File: src/rtl/game_controller_pkg.sv
// Shared encodings and sizing constants for the tile-duel game controller.
package game_controller_pkg;

    // Display state codes; 3'b111 is never produced.
    typedef enum logic [2:0] {
        ST_INIT     = 3'b000,
        ST_RASP     = 3'b001,
        ST_BAWP     = 3'b010,
        ST_P1_TURN  = 3'b011,
        ST_P2_TURN  = 3'b100,
        ST_MATCH    = 3'b101,
        ST_GAME     = 3'b110
    } state_t;

    // Outcome codes shared by match and game results; 2'b11 is unused.
    typedef enum logic [1:0] {
        RES_P1   = 2'b00,
        RES_P2   = 2'b01,
        RES_DRAW = 2'b10
    } result_t;

    localparam int NUM_TILES  = 9;
    localparam int INIT_BLACK = 5;
    localparam int INIT_WHITE = 4;
    localparam int LAST_ROUND = 9;

    // Higher value wins from P1's point of view; equal values draw.
    function automatic result_t compare_vals(input logic [3:0] a, input logic [3:0] b);
        if (a > b)      return RES_P1;
        else if (a < b) return RES_P2;
        else            return RES_DRAW;
    endfunction

endpackage

File: src/rtl/game_controller_ledger.sv
// Per-player tile bookkeeping: used mask, black/white counters and the
// legality check. A tile is consumed only when it is legal, so the
// counters can never underflow.
module tile_ledger
    import game_controller_pkg::*;
(
    input  logic       clk,
    input  logic       reset_n,
    input  logic       clear,
    input  logic       consume,
    input  logic [3:0] card,
    output logic       legal,
    output logic [3:0] black,
    output logic [3:0] white
);

    logic [NUM_TILES-1:0] used;
    logic [15:0]          used_ext;
    logic [NUM_TILES-1:0] card_bit;

    // Widen the mask so any 4-bit card value indexes safely.
    assign used_ext = {{(16 - NUM_TILES){1'b0}}, used};
    assign card_bit = NUM_TILES'(1) << card;
    assign legal    = (card < 4'(NUM_TILES)) && !used_ext[card];

    // Mark the tile used and decrement the counter matching its parity.
    always_ff @(posedge clk) begin
        if (!reset_n || clear) begin
            used  <= '0;
            black <= 4'(INIT_BLACK);
            white <= 4'(INIT_WHITE);
        end else if (consume && legal) begin
            used <= used | card_bit;
            if (card[0]) white <= white - 4'd1;
            else         black <= black - 4'd1;
        end
    end

endmodule

File: src/rtl/game_controller.sv
// Two-player tile duel: FSM, round and score counters, match comparator.
// Handshake: card_valid is a one-cycle strobe qualifying card_in and is only
// consumed in p1_turn/p2_turn; btn_next is a one-cycle pulse only consumed
// outside those states, so one cycle never acts on both.
module game_controller
    import game_controller_pkg::*;
(
    input  logic       clk,
    input  logic       reset_n,
    input  logic       btn_next,
    input  logic       card_valid,
    input  logic [3:0] card_in,
    output logic [2:0] state,
    output logic [3:0] round,
    output logic [3:0] win,
    output logic [3:0] lose,
    output logic [3:0] p1_black,
    output logic [3:0] p1_white,
    output logic [3:0] p2_black,
    output logic [3:0] p2_white,
    output logic [3:0] p1_card,
    output logic [1:0] matchresult,
    output logic [1:0] gameresult,
    output logic       card_err
);

    state_t  st, st_next;
    logic    p1_legal, p2_legal;
    logic    p1_take, p2_take, bad_card, round_up, game_end, game_clear;
    result_t match_res;

    assign state     = st;
    assign match_res = compare_vals(p1_card, card_in);

    tile_ledger u_p1 (
        .clk     (clk),
        .reset_n (reset_n),
        .clear   (game_clear),
        .consume (p1_take),
        .card    (card_in),
        .legal   (p1_legal),
        .black   (p1_black),
        .white   (p1_white)
    );

    tile_ledger u_p2 (
        .clk     (clk),
        .reset_n (reset_n),
        .clear   (game_clear),
        .consume (p2_take),
        .card    (card_in),
        .legal   (p2_legal),
        .black   (p2_black),
        .white   (p2_white)
    );

    // State register.
    always_ff @(posedge clk) begin
        if (!reset_n) st <= ST_INIT;
        else          st <= st_next;
    end

    // Next-state decode and per-cycle event strobes.
    always_comb begin
        st_next    = st;
        p1_take    = 1'b0;
        p2_take    = 1'b0;
        bad_card   = 1'b0;
        round_up   = 1'b0;
        game_end   = 1'b0;
        game_clear = 1'b0;
        case (st)
            ST_INIT: if (btn_next) st_next = ST_RASP;
            ST_RASP: if (btn_next) st_next = ST_BAWP;
            ST_BAWP: if (btn_next) st_next = ST_P1_TURN;
            ST_P1_TURN: if (card_valid) begin
                if (p1_legal) begin
                    p1_take = 1'b1;
                    st_next = ST_P2_TURN;
                end else begin
                    bad_card = 1'b1;
                end
            end
            ST_P2_TURN: if (card_valid) begin
                if (p2_legal) begin
                    p2_take = 1'b1;
                    st_next = ST_MATCH;
                end else begin
                    bad_card = 1'b1;
                end
            end
            ST_MATCH: if (btn_next) begin
                if (round < 4'(LAST_ROUND)) begin
                    round_up = 1'b1;
                    st_next  = ST_RASP;
                end else begin
                    game_end = 1'b1;
                    st_next  = ST_GAME;
                end
            end
            ST_GAME: if (btn_next) begin
                game_clear = 1'b1;
                st_next    = ST_INIT;
            end
            default: st_next = ST_INIT;
        endcase
    end

    // Round, score, accepted-card and result registers.
    always_ff @(posedge clk) begin
        if (!reset_n || game_clear) begin
            round       <= 4'd1;
            win         <= 4'd0;
            lose        <= 4'd0;
            p1_card     <= 4'd0;
            matchresult <= RES_DRAW;
            gameresult  <= RES_DRAW;
            card_err    <= 1'b0;
        end else begin
            card_err <= bad_card;
            if (p1_take) p1_card <= card_in;
            if (p2_take) begin
                matchresult <= match_res;
                if (match_res == RES_P1) win  <= win + 4'd1;
                if (match_res == RES_P2) lose <= lose + 4'd1;
            end
            if (round_up) round <= round + 4'd1;
            if (game_end) begin
                if (win > lose)      gameresult <= RES_P1;
                else if (lose > win) gameresult <= RES_P2;
                else                 gameresult <= RES_DRAW;
            end
        end
    end

endmodule

File: config.mk
export PLATFORM = sky130hd
export DESIGN_NAME = game_controller
export DESIGN_NICKNAME = d
export VERILOG_FILES = /design/src/rtl/game_controller_pkg.sv /design/src/rtl/game_controller_ledger.sv /design/src/rtl/game_controller.sv
export SDC_FILE = /design/constraint.sdc
export NUM_CORES = 1
export LEC_CHECK = 0
export ABC_CLOCK_PERIOD_IN_PS = 2850
export CAP_MARGIN = 20
export CELL_PAD_IN_SITES_DETAIL_PLACEMENT = 0
export CELL_PAD_IN_SITES_GLOBAL_PLACEMENT = 1
export CORE_AREA = 2 2 96 98
export CTS_CLUSTER_DIAMETER = 50
export DETAILED_ROUTE_END_ITERATION = 8
export DIE_AREA = 0 0 98 100
export HOLD_SLACK_MARGIN = 0.02
export PLACE_DENSITY_LB_ADDON = 0.25
export SLEW_MARGIN = 30
export SYNTH_ARGS = -nofsm -noshare
export SYNTH_HDL_FRONTEND = slang
export SYNTH_SLANG_ARGS = --single-unit
File: constraint.sdc
create_clock -name clk -period 2.85 [get_ports clk]
set_clock_uncertainty 0.2 [all_clocks]
set_input_delay 0.855 -clock clk [delete_from_list [all_inputs] [get_ports clk]]
set_output_delay 0.855 -clock clk [all_outputs]
set_load 0.02 [all_outputs]
Yosys cells after proc, flatten, opt, wreduce, memory -nomap -nowiden
Cells that the tools add are included.
- flip-flop bits (word level): 58
- input port bits: 8
- output and inout bits: 40
- word-level logic and storage cells: 103
- $add $sub $neg: 7
- order comparisons: 7
- equality and inequality tests: 16
- shift operators: 1
- multiplexer cells: 38
- bitwise gates (word level): 3
- reductions and logical operators: 17
- operators with widths (kind ; count):
    2-to-1 mux 3 bit ; 10
    case mux 3 bit (7 select lines) ; 1
    2-to-1 mux 1 bit ; 20
    bitwise OR 9 bit ; 2
    subtractor 4 x 1 -> 4 bit, second input constant ; 4
    != test 2 bit, second input constant ; 7
    adder 4 x 1 -> 4 bit, second input constant ; 3
    > comparator 4 bit ; 3
    AND reduction 2 bit ; 6
    == test 3 bit, second input constant ; 3
    AND reduction 9 bit ; 1
    << shifter 1 x 4 -> 9 bit, first input constant ; 1
    binary-select mux 1 bit (select 4 bit) ; 2
    < comparator 4 bit, second input constant ; 2
    2-to-1 mux 2 bit ; 4
    == test 3 x 2 -> 1 bit, second input constant ; 2
    < comparator 4 x 5 -> 1 bit, second input constant ; 1
    logical AND 1 bit ; 4
    < comparator 4 bit ; 1
    != test 2 x 1 -> 1 bit, second input constant ; 2
    == test 3 x 1 -> 1 bit, second input constant ; 1
    logical NOT 1 bit ; 3
    logical NOT 3 bit ; 1
    == test 2 x 1 -> 1 bit, second input constant ; 1
    other kinds (4) ; 4

Logic depth before layout (Yosys ltp)
- depth after elaboration: 9
- mapped depth: 9
- depth with buffers taken out: 7

Modules after synthesis
From an unflattened synthesis, not the netlist that was laid out.
- cells, all modules: 380
- area, all modules: 3179.3 um2
- by module, submodules not included (module ; instances ; cells an instance ; area each (um2) ; sequential area each (um2)):
    game_controller ; 1 ; 156 ; 1280.0 ; 480.5
    tile_ledger (u_p1) ; 1 ; 121 ; 973.4 ; 340.3
    tile_ledger (u_p2) ; 1 ; 103 ; 925.9 ; 340.3

Worst setup path before layout
Ideal clock, no wire load.
- kind: input port to flip-flop
- start: input card_in[1]
- end: register lose[0]
- library setup time: 0.072 ns
- arrival: 2.702 ns
- data required time: 2.578 ns
- setup slack: -0.124 ns
- stages on the path: 9
- path buffers: 2
- path through: clkbuf_2 -> buf_2 -> inv_1 -> ha_1 -> nor2b_1 -> o21a_1 -> o21a_1 -> nor3_1 -> mux2i_1
- word-level cells in the longest chain between the ends: 8
- elaborated cells between the ends (all ways): 14
- classes of those cells: order compare: 3; eq/ne: 1; mux: 7; reduce/logical: 3
- RTL lines (item ; line ; RTL):
    start, declared ; game_controller.sv:12 ; input logic [3:0] card_in,
    binary-select mux 1 bit (select 4 bit) ; game_controller_ledger.sv:24 ; assign legal = (card < 4'(NUM_TILES)) && !used_ext[card];
    2-to-1 mux 1 bit (not written as such) ; game_controller_ledger.sv:24 ;
    logical NOT 1 bit ; game_controller_ledger.sv:24 ;
    logical AND 1 bit ; game_controller_ledger.sv:24 ;
    2-to-1 mux 1 bit ; game_controller.sv:85 ; if (p2_legal) begin
    2-to-1 mux 1 bit ; game_controller.sv:84 ; ST_P2_TURN: if (card_valid) begin
    2-to-1 mux 1 bit ; game_controller.sv:72 ; case (st)
    AND reduction 2 bit (no source line) (*) ; - ;
    end signal, assigned ; game_controller.sv:125 ; if (match_res == RES_P2) lose <= lose + 4'd1;
    end, declared ; game_controller.sv:16 ; output logic [3:0] lose,
Mark *: on every way between the ends. The rest lies on a longest branch, timed or not. The select of a mux whose other input is x is not followed.
A chain may end at the register's enable or synchronous reset.

Final worst setup path
- start: input card_in[0]
- end: register u_p2.black[3]
- word-level cells in the longest chain between the ends: 9
- elaborated cells between the ends (all ways): 11
- classes of those cells: order compare: 1; mux: 5; bitwise: 1; reduce/logical: 4
- RTL lines (item ; line ; RTL):
    binary-select mux 1 bit (select 4 bit) ; game_controller_ledger.sv:24 ;
    2-to-1 mux 1 bit (not written as such) ; game_controller_ledger.sv:24 ;
    logical NOT 1 bit ; game_controller_ledger.sv:24 ;
    logical AND 1 bit ; game_controller_ledger.sv:24 ;
    2-to-1 mux 1 bit ; game_controller.sv:85 ;
    2-to-1 mux 1 bit ; game_controller.sv:84 ;
    2-to-1 mux 1 bit ; game_controller.sv:72 ;
    logical AND 1 bit ; game_controller_ledger.sv:32 ; end else if (consume && legal) begin
    AND reduction 2 bit (no source line) (*) ; - ;
    end signal, assigned ; game_controller_ledger.sv:30 ; black <= 4'(INIT_BLACK);
    end signal, assigned ; game_controller_ledger.sv:35 ; else black <= black - 4'd1;
    end, declared ; game_controller_ledger.sv:13 ; output logic [3:0] black,
Marked as above.

==> qor.txt <==
outcome -> complete, no violations
CP Capture Point -> u_p2.black[3]
non-filler cells, final -> 560
Cells after Synth -> 362
Hold Vio Cnt, Final -> 0
CP startpoint -> card_in[0]
drt pass-1 iters -> 4
reg2reg setup slack -> 0.65 ns
max-cap violations -> 0
Yosys warnings -> 0
Port-buffer cells -> 47
Netlist Area Pre-Place -> 0.00307 mm²
initial antenna violation count -> 0
CTS max path bufs -> 2
LEAKAGE -> 1.67 nW
vias in the first global route -> 2,756
Final Critical Period -> 2.77 ns
worst-path fanout max -> 10
CTS root buf -> clkbuf_8
H-tree depth -> 3
arrival time at the worst endpoint -> 2.84 ns
Core Footprint -> 0.00889 mm²
layout cell share with drive strength beyond 1 -> 17.6%
startpoint type of the worst setup path -> input port
post-synth top area share -> 37.8%
n_diodes -> 0
critical path data required time -> 2.92 ns
EDFF count, synth -> 0
Routed Antenna Nets -> 0
RR Startpoint -> state[2]
io pins -> 48
peak supply drop -> 0.192 mV
fraction of registers with async set/reset -> 0%
FP Rows -> 35
post-DR vias/cell -> 5.19
Total Routing Usage GR -> 17.5%
Area contributors post-synth -> dfxtp_1 38%, ha_1 6.5%, mux2i_1 6.5%
post-detail-place hpwl -> 6.10 mm
full die area -> 0.00980 mm²
via count -> 2,905
Total Neg Setup Slack -> 0 ns
Rel. slew slack -> 66.3%
initial core utilization -> 34.6%
critical path's largest stage delay -> 0.55 ns
Crit. End Element -> flop
RR Endpoint -> u_p2.black[3]
Synth cell types -> 56
cell accounting for the most synthesized area -> dfxtp_1
flops & latches, synth -> 58
CTS Hold Bufs -> 0
cts bufs inserted -> 9
Syn Area/Cell -> 8.49 µm²
area grow syn2layout -> 37.0%
first-pass GRT wire length -> 13.7 mm
Die Width -> 98 µm
ys flop type -> dfxtp_1
WP buf/inv -> 1
Residual DRC -> 0
gr ovfl total -> 0
Worst-Margin Slew -> 0.506 ns
DRT iter0 DRCs -> 97
syn nets -> 386
Slew Viols, Final -> 0
Tcrit/Tclk final -> 97.2%
Power Dens Cells -> 418 mW/mm²
Finish-stage setup viols -> 0
final wirelength -> 8.31 mm
nets -> 469
drt wl/cell -> 14.8 µm
Worst-path clk slew -> 0.07 ns
slowest CP cell -> mux4_2
critical path depth -> 6
FF-to-FF path depth -> 6
filler instances -> 880
clock latency at the later pin of the worst-skew pair -> 0.33 ns
register area share after synthesis -> 37.8%
post-layout util -> 47.4%
die height -> 100 µm
type of the worst setup path -> in -> reg
RePlAce Congestion -> 0.781
clock sinks -> 58
critical path's top delay family -> multiplexers
placed cells -> 545
CP Cell Sequence -> clkdlybuf4s50_1 -> mux4_2 -> o2bb2ai_4 -> o21ai_4 -> or4_1 -> a21oi_1
Hold WC Path Type -> reg -> reg
CTS tree -> built
Max Fclk -> 0.361 GHz
largest net degree at the start of global routing -> 20
through the flow:
| stage | area [µm²] | hold slack (ns) | setup WS (ns) | power [mW] |
|---|---|---|---|---|
| 2_1_floorplan | 3090 | 0.222 | 0.0417 | 0.928 |
| 3_3_place_gp | 3980 | 0.236 | -0.308 | 1.01 |
| 3_5_place_dp | 3980 | 0.242 | -0.362 | 1.02 |
| 4_1_cts | 4160 | 0.250 | 0.0261 | 1.77 |
| 5_1_grt | 4210 | 0.275 | -0.0104 | 1.82 |
| 6_report | 4210 | 0.246 | 0.0785 | 1.76 |
worst reg2reg max path, cell delays in order, from the launching register on:
cell and delay, ns:
dfxtp_1 0.53, nor3b_2 0.22, buf_4 0.16, and2_1 0.26, o21ai_4 0.14, or4_1 0.48, a21oi_1 0.14
worst min-delay path by stage:
| stage | to | startpoint | cells after the start | slack, ns |
|---|---|---|---|---|
| 2_1_floorplan | u_p2.used[6] | u_p2.used[6] | 2 | 0.22 |
| 3_3_place_gp | u_p1.used[4] | u_p1.used[4] | 2 | 0.24 |
| 3_5_place_dp | u_p2.used[0] | u_p2.used[0] | 2 | 0.24 |
| 4_1_cts | u_p2.used[4] | u_p2.used[4] | 2 | 0.25 |
| 5_1_grt | u_p2.used[6] | u_p2.used[6] | 2 | 0.28 |
| 6_report | u_p2.used[6] | u_p2.used[6] | 2 | 0.25 |
cell type report:
type                    instances  area [µm²]  share of cell area (%)
inverters                      24        90.1                    2.14
clock buffers                  12         145                    3.45
clock inverters                 3        40.0                   0.950
repair buffers                 95         850                    20.2
multi-input cells             257        1790                    42.4
well taps                     111         139                    3.30
flip-flops and latches         58        1160                    27.6
logic make-up (layout without fill, tap and decap cells):
kind of cell,after synthesis,in the layout,synth area share [%]
AOI/OAI and AO/OA,79,79,18.4
DFF,58,58,37.8
buffers and inverters,47,134,6.19
and+or+nand+nor,137,137,22.6
muxes,22,22,7.61
adders and majority gates,16,16,6.51
xor gates and xnor gates,3,3,0.855
layout by cell type, fill, tap and decap left out, types with 16 or more instances in the layout:
cell	n
buf_4	46
dfxtp_1	58
clkdlybuf4s50_1	46
nand3_1	17
mux2i_1	20
nand2_1	46
ha_1	16
o21ai_0	18
inv_1	24
nor2_1	19
routing by layer:
metal	vias up	part of all wire, %	GRT usage, %
met5	-	0	0
met4	0	1.6	7.05
met3	12	4.4	3.06
met2	72	47	27.5
li1	1460	-	-
met1	1361	47	24.1
cell usage after synthesis (all sizes together), types with 2 or more instances:
| cell | number |
|---|---|
| o211a | 2 |
| o21a | 7 |
| a41oi | 2 |
| a211oi | 5 |
| mux2i | 20 |
| o22ai | 2 |
| a21oi | 10 |
| nand3 | 17 |
| nor2 | 19 |
| a32o | 5 |
| o21ai | 25 |
| and3 | 3 |
| or2 | 2 |
| nor2b | 2 |
| buf | 6 |
| a31oi | 4 |
| nand4b | 2 |
| or4 | 4 |
| nor3 | 9 |
| o31ai | 5 |
| o211ai | 2 |
| nor4 | 3 |
| nand4 | 6 |
| nand2b | 9 |
| or3 | 4 |
| clkbuf | 17 |
| ha | 16 |
| xnor2 | 2 |
| dfxtp | 58 |
| and2 | 7 |
| nand2 | 46 |
| inv | 24 |
| o2111ai | 2 |
registers in the layout, summed over array words and instances, names as in the netlist:
signal and count:
gameresult 2, u_p1.white 4, u_p1.black 4, lose 4
u_p2.used 9, u_p1.used 9, card_err 1, matchresult 2
u_p2.white 4, round 4, state 3, u_p2.black 4
p1_card 4, win 4
power by group:
part           switching [mW]  internal, mW  total, mW
sequential            0.00203         0.814      0.816
clock                   0.333         0.421      0.754
combinational           0.107        0.0834      0.190
repair_timing:
item,CTS,global route
setup buffers,0,0
gates resized for setup,1,9
endpoints found under the setup margin,1,30
cloned,0,0
(Power assumes the default switching activity.)
